$ cat config.mk
export PLATFORM = sky130hd
export DESIGN_NAME = pc_sequencer_flat
export DESIGN_NICKNAME = d
export VERILOG_FILES = /design/src/rtl/pc_sequencer_if.sv /design/src/rtl/pc_sequencer.sv /design/src/flat_wrapper.sv
export SDC_FILE = /design/constraint.sdc
export NUM_CORES = 1
export LEC_CHECK = 0
export CAP_MARGIN = 0
export CORE_ASPECT_RATIO = 0.5
export CORE_MARGIN = 2
export CORE_UTILIZATION = 45
export CTS_CLUSTER_SIZE = 10
export DETAILED_ROUTE_END_ITERATION = 8
export PLACE_DENSITY = 0.79
export SYNTH_ARGS = -nofsm -noshare
export SYNTH_HDL_FRONTEND = slang
export SYNTH_SLANG_ARGS = --single-unit
$ cat constraint.sdc
create_clock -name clk -period 2.62 [get_ports clk]
set_clock_uncertainty 0.1 [all_clocks]
set_input_delay 0.655 -clock clk [delete_from_list [all_inputs] [get_ports clk]]
set_output_delay 0.655 -clock clk [all_outputs]
set_load 0.01 [all_outputs]
$ cat src/rtl/pc_sequencer_if.sv
// Bus bundle between the controller/ALU and pc_sequencer.
// The controller side drives the master modport; the sequencer is the slave.
interface pc_sequencer_if #(
   parameter int unsigned PC_W = 64
);
   logic            start;
   logic            end_req;
   logic            stall;
   logic            br_taken;
   logic            call;
   logic            ret;
   logic [PC_W-1:0] br_target;
   logic [PC_W-1:0] pc;
   logic            pc_valid;
   logic            halted;
   logic            ras_ovf;
   logic            ras_unf;

   modport master (
      output start, end_req, stall, br_taken, call, ret, br_target,
      input  pc, pc_valid, halted, ras_ovf, ras_unf
   );

   modport slave (
      input  start, end_req, stall, br_taken, call, ret, br_target,
      output pc, pc_valid, halted, ras_ovf, ras_unf
   );
endinterface

$ cat src/rtl/pc_sequencer.sv
// Program-counter sequencer with IDLE/RUN/HALT control and fetch stall.
// Define PC_SEQ_RAS_EN to build the return-address stack and its sticky flags.
module pc_sequencer #(
   parameter int unsigned     PC_W      = 64,
   parameter int unsigned     STEP      = 1,
   parameter logic [PC_W-1:0] RESET_PC  = '0,
   parameter int unsigned     RAS_DEPTH = 8
) (
   input logic           clk,
   input logic           reset,
   pc_sequencer_if.slave bus
);

   typedef enum logic [1:0] {
      IDLE,
      RUN,
      HALT
   } state_e;

   localparam logic [PC_W-1:0] STEP_V = PC_W'(STEP);

   state_e          state_q, state_d;
   logic [PC_W-1:0] pc_q, pc_d;
   logic [PC_W-1:0] pcInc;
   logic            pcValid_q;
   logic            halted_q;
   logic            restart;
   logic            doRet;
   logic            doCall;

   assign pcInc = pc_q + STEP_V;

`ifdef PC_SEQ_RAS_EN
   localparam int unsigned IDX_W = $clog2(RAS_DEPTH);
   localparam int unsigned SP_W  = IDX_W + 1;

   logic [PC_W-1:0] stack_q [RAS_DEPTH];
   logic [SP_W-1:0] sp_q, sp_d;
   logic [PC_W-1:0] stackTop;
   logic            push;
   logic            rasOvf_q, rasOvf_d;
   logic            rasUnf_q, rasUnf_d;

   assign stackTop = stack_q[IDX_W'(sp_q - SP_W'(1))];
`endif

   // Control decision: end_req beats start beats stall beats ret beats call beats branch.
   always_comb begin
      state_d = state_q;
      pc_d    = pc_q;
      restart = 1'b0;
      doRet   = 1'b0;
      doCall  = 1'b0;
      case (state_q)
         IDLE: restart = bus.start;
         RUN: begin
            if (bus.end_req) begin
               state_d = HALT;
            end else if (bus.start) begin
               restart = 1'b1;
            end else if (!bus.stall) begin
               if (bus.ret) begin
                  doRet = 1'b1;
               end else if (bus.call) begin
                  doCall = 1'b1;
               end else if (bus.br_taken) begin
                  pc_d = bus.br_target;
               end else begin
                  pc_d = pcInc;
               end
            end
         end
         HALT: restart = bus.start;
         default: state_d = IDLE;
      endcase
      if (restart) begin
         state_d = RUN;
         pc_d    = RESET_PC;
      end
`ifdef PC_SEQ_RAS_EN
      sp_d     = sp_q;
      push     = 1'b0;
      rasOvf_d = rasOvf_q;
      rasUnf_d = rasUnf_q;
      if (restart) begin
         sp_d     = '0;
         rasOvf_d = 1'b0;
         rasUnf_d = 1'b0;
      end
      if (doRet) begin
         if (sp_q == '0) begin
            pc_d     = pcInc;
            rasUnf_d = 1'b1;
         end else begin
            pc_d = stackTop;
            sp_d = sp_q - SP_W'(1);
         end
      end
      // A call on a full stack still jumps; only the return address is lost.
      if (doCall) begin
         pc_d = bus.br_target;
         if (sp_q == SP_W'(RAS_DEPTH)) begin
            rasOvf_d = 1'b1;
         end else begin
            push = 1'b1;
            sp_d = sp_q + SP_W'(1);
         end
      end
`else
      if (doRet) begin
         pc_d = pcInc;
      end
      if (doCall) begin
         pc_d = bus.br_target;
      end
`endif
   end

   always_ff @(posedge clk) begin
      if (reset) begin
         state_q   <= IDLE;
         pc_q      <= RESET_PC;
         pcValid_q <= 1'b0;
         halted_q  <= 1'b0;
      end else begin
         state_q   <= state_d;
         pc_q      <= pc_d;
         pcValid_q <= (state_d == RUN);
         halted_q  <= (state_d == HALT);
      end
   end

`ifdef PC_SEQ_RAS_EN
   // Stack entries need no reset; the pointer alone defines what is valid.
   always_ff @(posedge clk) begin
      if (reset) begin
         sp_q     <= '0;
         rasOvf_q <= 1'b0;
         rasUnf_q <= 1'b0;
      end else begin
         sp_q     <= sp_d;
         rasOvf_q <= rasOvf_d;
         rasUnf_q <= rasUnf_d;
         if (push) begin
            stack_q[sp_q[IDX_W-1:0]] <= pcInc;
         end
      end
   end

   assign bus.ras_ovf = rasOvf_q;
   assign bus.ras_unf = rasUnf_q;
`else
   assign bus.ras_ovf = 1'b0;
   assign bus.ras_unf = 1'b0;
`endif

   assign bus.pc       = pc_q;
   assign bus.pc_valid = pcValid_q;
   assign bus.halted   = halted_q;

endmodule

$ cat src/flat_wrapper.sv
// flat-port wrapper written by rule: the top's interface ports become plain ports
module pc_sequencer_flat 
#(
   parameter int unsigned     PC_W      = 64,
   parameter int unsigned     STEP      = 1,
   parameter logic [PC_W-1:0] RESET_PC  = '0,
   parameter int unsigned     RAS_DEPTH = 8
)
  (clk, reset, bus_start, bus_end_req, bus_stall, bus_br_taken, bus_call, bus_ret, bus_br_target, bus_pc, bus_pc_valid, bus_halted, bus_ras_ovf, bus_ras_unf);
  pc_sequencer_if #(.PC_W(PC_W)) bus_i ();
  input logic clk;
  input logic reset;
  input wire logic [$bits(bus_i.start)-1:0] bus_start;
  input wire logic [$bits(bus_i.end_req)-1:0] bus_end_req;
  input wire logic [$bits(bus_i.stall)-1:0] bus_stall;
  input wire logic [$bits(bus_i.br_taken)-1:0] bus_br_taken;
  input wire logic [$bits(bus_i.call)-1:0] bus_call;
  input wire logic [$bits(bus_i.ret)-1:0] bus_ret;
  input wire logic [$bits(bus_i.br_target)-1:0] bus_br_target;
  output wire logic [$bits(bus_i.pc)-1:0] bus_pc;
  output wire logic [$bits(bus_i.pc_valid)-1:0] bus_pc_valid;
  output wire logic [$bits(bus_i.halted)-1:0] bus_halted;
  output wire logic [$bits(bus_i.ras_ovf)-1:0] bus_ras_ovf;
  output wire logic [$bits(bus_i.ras_unf)-1:0] bus_ras_unf;
  assign bus_i.start = bus_start;
  assign bus_i.end_req = bus_end_req;
  assign bus_i.stall = bus_stall;
  assign bus_i.br_taken = bus_br_taken;
  assign bus_i.call = bus_call;
  assign bus_i.ret = bus_ret;
  assign bus_i.br_target = bus_br_target;
  assign bus_pc = bus_i.pc;
  assign bus_pc_valid = bus_i.pc_valid;
  assign bus_halted = bus_i.halted;
  assign bus_ras_ovf = bus_i.ras_ovf;
  assign bus_ras_unf = bus_i.ras_unf;
  pc_sequencer #(.PC_W(PC_W), .STEP(STEP), .RESET_PC(RESET_PC), .RAS_DEPTH(RAS_DEPTH)) u_core (.clk(clk), .reset(reset), .bus(bus_i));
endmodule
==> results of run 1 <==
-- routing by layer --
layer,GRT usage [%],wire length [um],up-vias
li1,-,-,2664
met1,47.0,7550,2754
met2,52.2,7900,371
met3,5.87,1710,37
met4,8.93,304,0
met5,0,0,-
-- cells in the final DEF, fill, tap and decap left out, drive strengths merged, types with 3 or more instances in the layout --
| master | count |
|---|---|
| clkdlybuf4s50 | 134 |
| buf | 97 |
| dfxtp | 68 |
| nand2 | 58 |
| nand3 | 48 |
| nor2 | 41 |
| nand4 | 36 |
| a21oi | 35 |
| o21ai | 27 |
| inv | 18 |
| nor3 | 18 |
| and3 | 17 |
| o211ai | 16 |
| a22oi | 16 |
| nor4 | 14 |
| a31oi | 13 |
| clkbuf | 11 |
| or3 | 10 |
| a32o | 9 |
| or4 | 9 |
| and2 | 8 |
| a221oi | 7 |
| a22o | 6 |
| o311ai | 6 |
| and4 | 6 |
| a32oi | 5 |
| nand3b | 4 |
| xnor2 | 4 |
| o22ai | 3 |
| o32ai | 3 |
| a21o | 3 |
| mux2i | 3 |
| nand4b | 3 |
| clkinv | 3 |
| or2 | 3 |
-- layout make-up --
type                            instances  area [sq um]
Clock buffer                           11           243
Clock inverter                          3          15.0
Fill cell                             783          2660
Inverter                               18          67.6
Multi-Input combinational cell        460          2820
Sequential cell                        68          1360
Tap cell                              135           169
Timing Repair Buffer                  233          2110
-- cells by family after synthesis --
logic type	count (synthesis)
other cells	1
buf+inv	58
compound gates	165
flops	68
fa+ha+maj	1
xor+xnor	6
simple gates	283
mux	3
-- metrics by stage --
stage	std cells	area, sq um	utilization, %
finish	928	6780	71.8
detailed placement	912	6470	68.5
CTS	926	6730	71.2
global route	928	6780	71.8
global placement	912	6470	68.5
floorplan	586	4370	-
-- power breakdown --
group	leakage (nW)	switching [mW]	internal, mW
logic	1.71	0.300	0.340
registers	0.554	0.0645	1.08
clock network	0.131	0.454	0.651
total	2.40	0.819	2.07
-- final timing paths --
check,cells after the start,endpoint,from
worst max-delay path,6,u_core.bus.pc[58],u_core.bus.pc[38]
worst min-delay path,2,u_core.bus.pc[63],u_core.bus.pc[63]
worst max register to register,6,u_core.bus.pc[58],u_core.bus.pc[38]
worst min register to register,2,u_core.bus.pc[63],u_core.bus.pc[63]
-- cell usage after synthesis, types with 7 or more instances --
cell type   n
nand3_1    48
dfxtp_1    68
o211ai_1   16
clkbuf_1   28
nor4_1     13
nand4_1    35
nor2_1     41
inv_1      18
a21oi_1    35
or3_1      10
and3_1     17
a22oi_1    16
nand2_1    57
a221oi_1    7
a32o_1      9
a31oi_1    13
and2_1      7
or4_1       8
nor3_1     17
buf_2       7
o21ai_0    26
-- tightest hold or removal path, cell delays in order (launching register included) --
cell      delay, ns
dfxtp_1        0.32
o211ai_1       0.10
nand3_1        0.07
-- sequential cells by signal (all words and copies together) (netlist names) --
| signal | count |
|---|---|
| u_core.bus.halted | 1 |
| u_core.bus.pc | 64 |
| u_core.bus.pc_valid | 1 |
| u_core.state_q | 2 |
-- repair_timing --
item,in CTS,in global routing
pin swaps,0,1
gates resized for setup,2,8
setup endpoints to repair,6,32
setup buffers,0,2
==> flow_summary.toml, run 1 <==
[worst_setup_path]
reg2reg_slack_ns = 0.06
cp_common_cell = "nand4_1"
path_class = "flip-flop to flip-flop"
crit_buf_inv = 0
cp-end-kind = "flip-flop"
startpoint_type = "flip-flop"
cp.arrival_ns = 2.73
crit_chain = "nand4_1 > nor4_1 > and3_1 > nand4_1 > or4_1 > nand3_1"
cp_top_family = "simple AND/OR/NAND/NOR gates"
worstPathMaxFanout = 8
crit_required_ns = 2.79
cp_slowest_stage_delay_ns = 0.56
crit_slowest_cell = "nor4_1"

[routing]
routed_wl_um = 17500
drc = 0
drt-initial-drc-count = 721
routedWlPerCell_um = 18.8
detail-route-antenna-nets = 0
vias_per_cell = 6.28
vias = 5826
first_pass_iters = 6

[layout]
syn_to_final_growth_pct = 55.5
drive_gt1_share_pct = 15.9
nNetsFinal = 863
diodes = 0

[logic_synthesis]
synth_xor_area_share_pct = 1.20
synthAdderAreaFrac_pct = 0.287
syn_inst = 585
synth_compound_area_share_pct = 26.1
synthMuxAreaShare_pct = 0.688
synth_edf_count = 0
yosysTopAreaCellShare_pct = 31.2
synth.area.top_cells = "dfxtp_1, nand3_1, nand4_1, nand2_1, a21oi_1"
ys_seq_area_share_pct = 31.2
synth_simple_gate_area_share_pct = 35.0
synthDistinctLibCells = 63
yosys_warnings = 0
ys_seq_elements = 68
synthesis.area_sq_mm = 0.00436
avgSynthCellArea_sq_um = 7.46
ys.flop_type = "dfxtp_1"
async_flop_share_pct = 0
synth_top_family_by_area = "simple AND/OR/NAND/NOR gates"
yosysTopAreaCell = "dfxtp_1"

[hold_path]
holdCritPathClass = "flip-flop to flip-flop"

[timing]
slew_violations = 0
fin_hold_ws_ns = 0.445
min_period_ns = 2.56
worst_slew_pin_slew_ns = 0.601
final.setup.tns_ns = 0
fin_ws_ns = 0.0563
setup_viol = 0
hold_violations = 0
timing.final.crit_share_pct = 97.9
fmax_mhz = 390
max_slew_margin_pct = 59.6

[die]
die_area_sq_mm = 0.0105
fp.dieH_um = 73.6
die_w_um = 143
initial_core_util_pct = 46.2
num_rows = 25
fp.coreArea_sq_mm = 0.00945
io_pins = 140

[clock_tree]
cts_buffers = 9
clock-sinks = 68
cts-root-buf = "clkbuf_16"
cts_tree = "built"
htreeDepth = 3
cts_hold_buf = 0
clkTransAtPathRegs_ns = 0.06
clockBufferDepth = 2
clock_latency_ns = 0.33

[status]
status = "complete, no violations"

[run]
maxCapViolCount = 0

[place]
post-place-ws_ns = -0.326
finalWeightedCongestion = 0.976
port_buffers = 137
hpwl_um = 12700

[pwr]
ir_worst_vdd_mv = 0.320
power_density_mw_per_mm2 = 426
total_power_mw = 2.89
p_leak_nw = 2.40

[grt]
grt_pass1_wl_um = 27300
antenna_found_initial = 0
grt_max_degree = 31
grt_pass1_vias = 5272
overflow = 0
grtUsageTotal_pct = 33.1
Note: power is estimated with default switching activity, not from simulation.
==> run 2, diff against run 1 <==
Clock period 2.62 ns to 2.9 ns, I/O delays scaled along.
==> flow_summary.toml, run 2 (synthesis results as in run 1) <==
[clock_tree]
post_cts_resize_count = 0
cts_buffers = 9
clock_latency_ns = 0.33
clockBufferDepth = 2
cts-root-buf = "clkbuf_16"
cts_hold_buf = 0
cts_tree = "built"
clkTransAtPathRegs_ns = 0.06
clock-sinks = 68
post-cts-setup-buffers = 0
htreeDepth = 3

[die]
fp.dieH_um = 73.6
io_pins = 140
initial_core_util_pct = 46.2
die_w_um = 143
die_area_sq_mm = 0.0105
fp.coreArea_sq_mm = 0.00945
num_rows = 25

[layout]
final_area_sq_mm = 0.00652
syn_to_final_growth_pct = 49.5
final_cell_mix = "clkdlybuf4s50_1, dfxtp_1, buf_4"
diodes = 0
layout.cells.non_filler = 894
final_common_cell = "clkdlybuf4s50_1"
drive_gt1_share_pct = 11.7
largest_register_ffs = 64
nNetsFinal = 828
fin_util_pct = 69.0

[timing]
setup_viol = 0
fin_ws_ns = 0.212
hold_violations = 0
worst_slew_pin_slew_ns = 0.649
slew_violations = 0
min_period_ns = 2.69
rsz0062_at_grt = "false"
fmax_mhz = 372
timing.final.crit_share_pct = 92.7
fin_hold_ws_ns = 0.425
max_slew_margin_pct = 56.4
final.setup.tns_ns = 0

[grt]
grtUsageTotal_pct = 31.6
grt_pass1_vias = 5196
overflow = 0
antenna_found_initial = 0
grt_pass1_wl_um = 26300
grt_max_degree = 38

[worst_setup_path]
cp-end-kind = "flip-flop"
cp_slowest_stage_delay_ns = 0.63
crit_slowest_cell = "or4_4"
crit_required_ns = 3.00
crit_chain = "nand4_2 > or4_4 > nor3_2 > nand4_1 > o211ai_1 > o311ai_0"
worstPathMaxFanout = 7
cp.arrival_ns = 2.79
startpoint_type = "flip-flop"
path_class = "flip-flop to flip-flop"

[place]
dp_cells = 879
port_buffers = 137
hpwl_um = 12200
post-place-ws_ns = -0.0770
dpl_cell_area_sq_mm = 0.00623
finalWeightedCongestion = 0.964

[routing]
routed_wl_um = 16700
first_pass_iters = 6
vias_per_cell = 6.28
routedWlPerCell_um = 18.7
drc = 0
drt-initial-drc-count = 615
detail-route-antenna-nets = 0
vias = 5614

[pwr]
power_density_mw_per_mm2 = 407
p_leak_nw = 2.22
total_power_mw = 2.65
ir_worst_vdd_mv = 0.332

[run]
maxCapViolCount = 0

[hold_path]
holdCritPathClass = "flip-flop to flip-flop"

[status]
status = "complete, no violations"
==> run 2: critical path, delay by kind of cell, from the launching register on <==
family             cells  cell delay, ns
AOI/OAI and AO/OA      2            0.39
DFF                    1            0.44
and+or+nand+nor        4            1.62
==> run 2: power by group <==
part | leakage [nW] | internal (mW) | switching [mW]
Combinational | 1.52 | 0.282 | 0.250
Clock | 0.145 | 0.667 | 0.409
Sequential | 0.554 | 0.979 | 0.0664
==> run 2: final timing paths <==
path | start | endpoint | slack [ns] | cells after the start
worst min register to register | u_core.bus.pc[24] | u_core.bus.pc[24] | 0.42 | 2
worst max-delay path | u_core.bus.pc[3] | u_core.bus.pc[55] | 0.21 | 6
worst max register to register | u_core.bus.pc[3] | u_core.bus.pc[55] | 0.21 | 6
worst min-delay path | u_core.bus.pc[24] | u_core.bus.pc[24] | 0.42 | 2
==> run 2: final cells by class <==
| class | count | area, sq um |
|---|---|---|
| timing repair buffer | 198 | 1850 |
| fill | 832 | 2930 |
| inverter | 18 | 67.6 |
| clock inverter | 1 | 5.00 |
| multi-input combinational | 460 | 2790 |
| sequential | 68 | 1360 |
| tap | 135 | 169 |
| clock buffer | 14 | 284 |
==> run 2: layer usage <==
metal	vias to the layer above	global-route usage (%)	routed length, um
met4	0	8.17	282
met2	339	50.3	7410
met1	2627	43.5	7180
met3	37	7.69	1850
li1	2611	-	-
met5	-	0	0
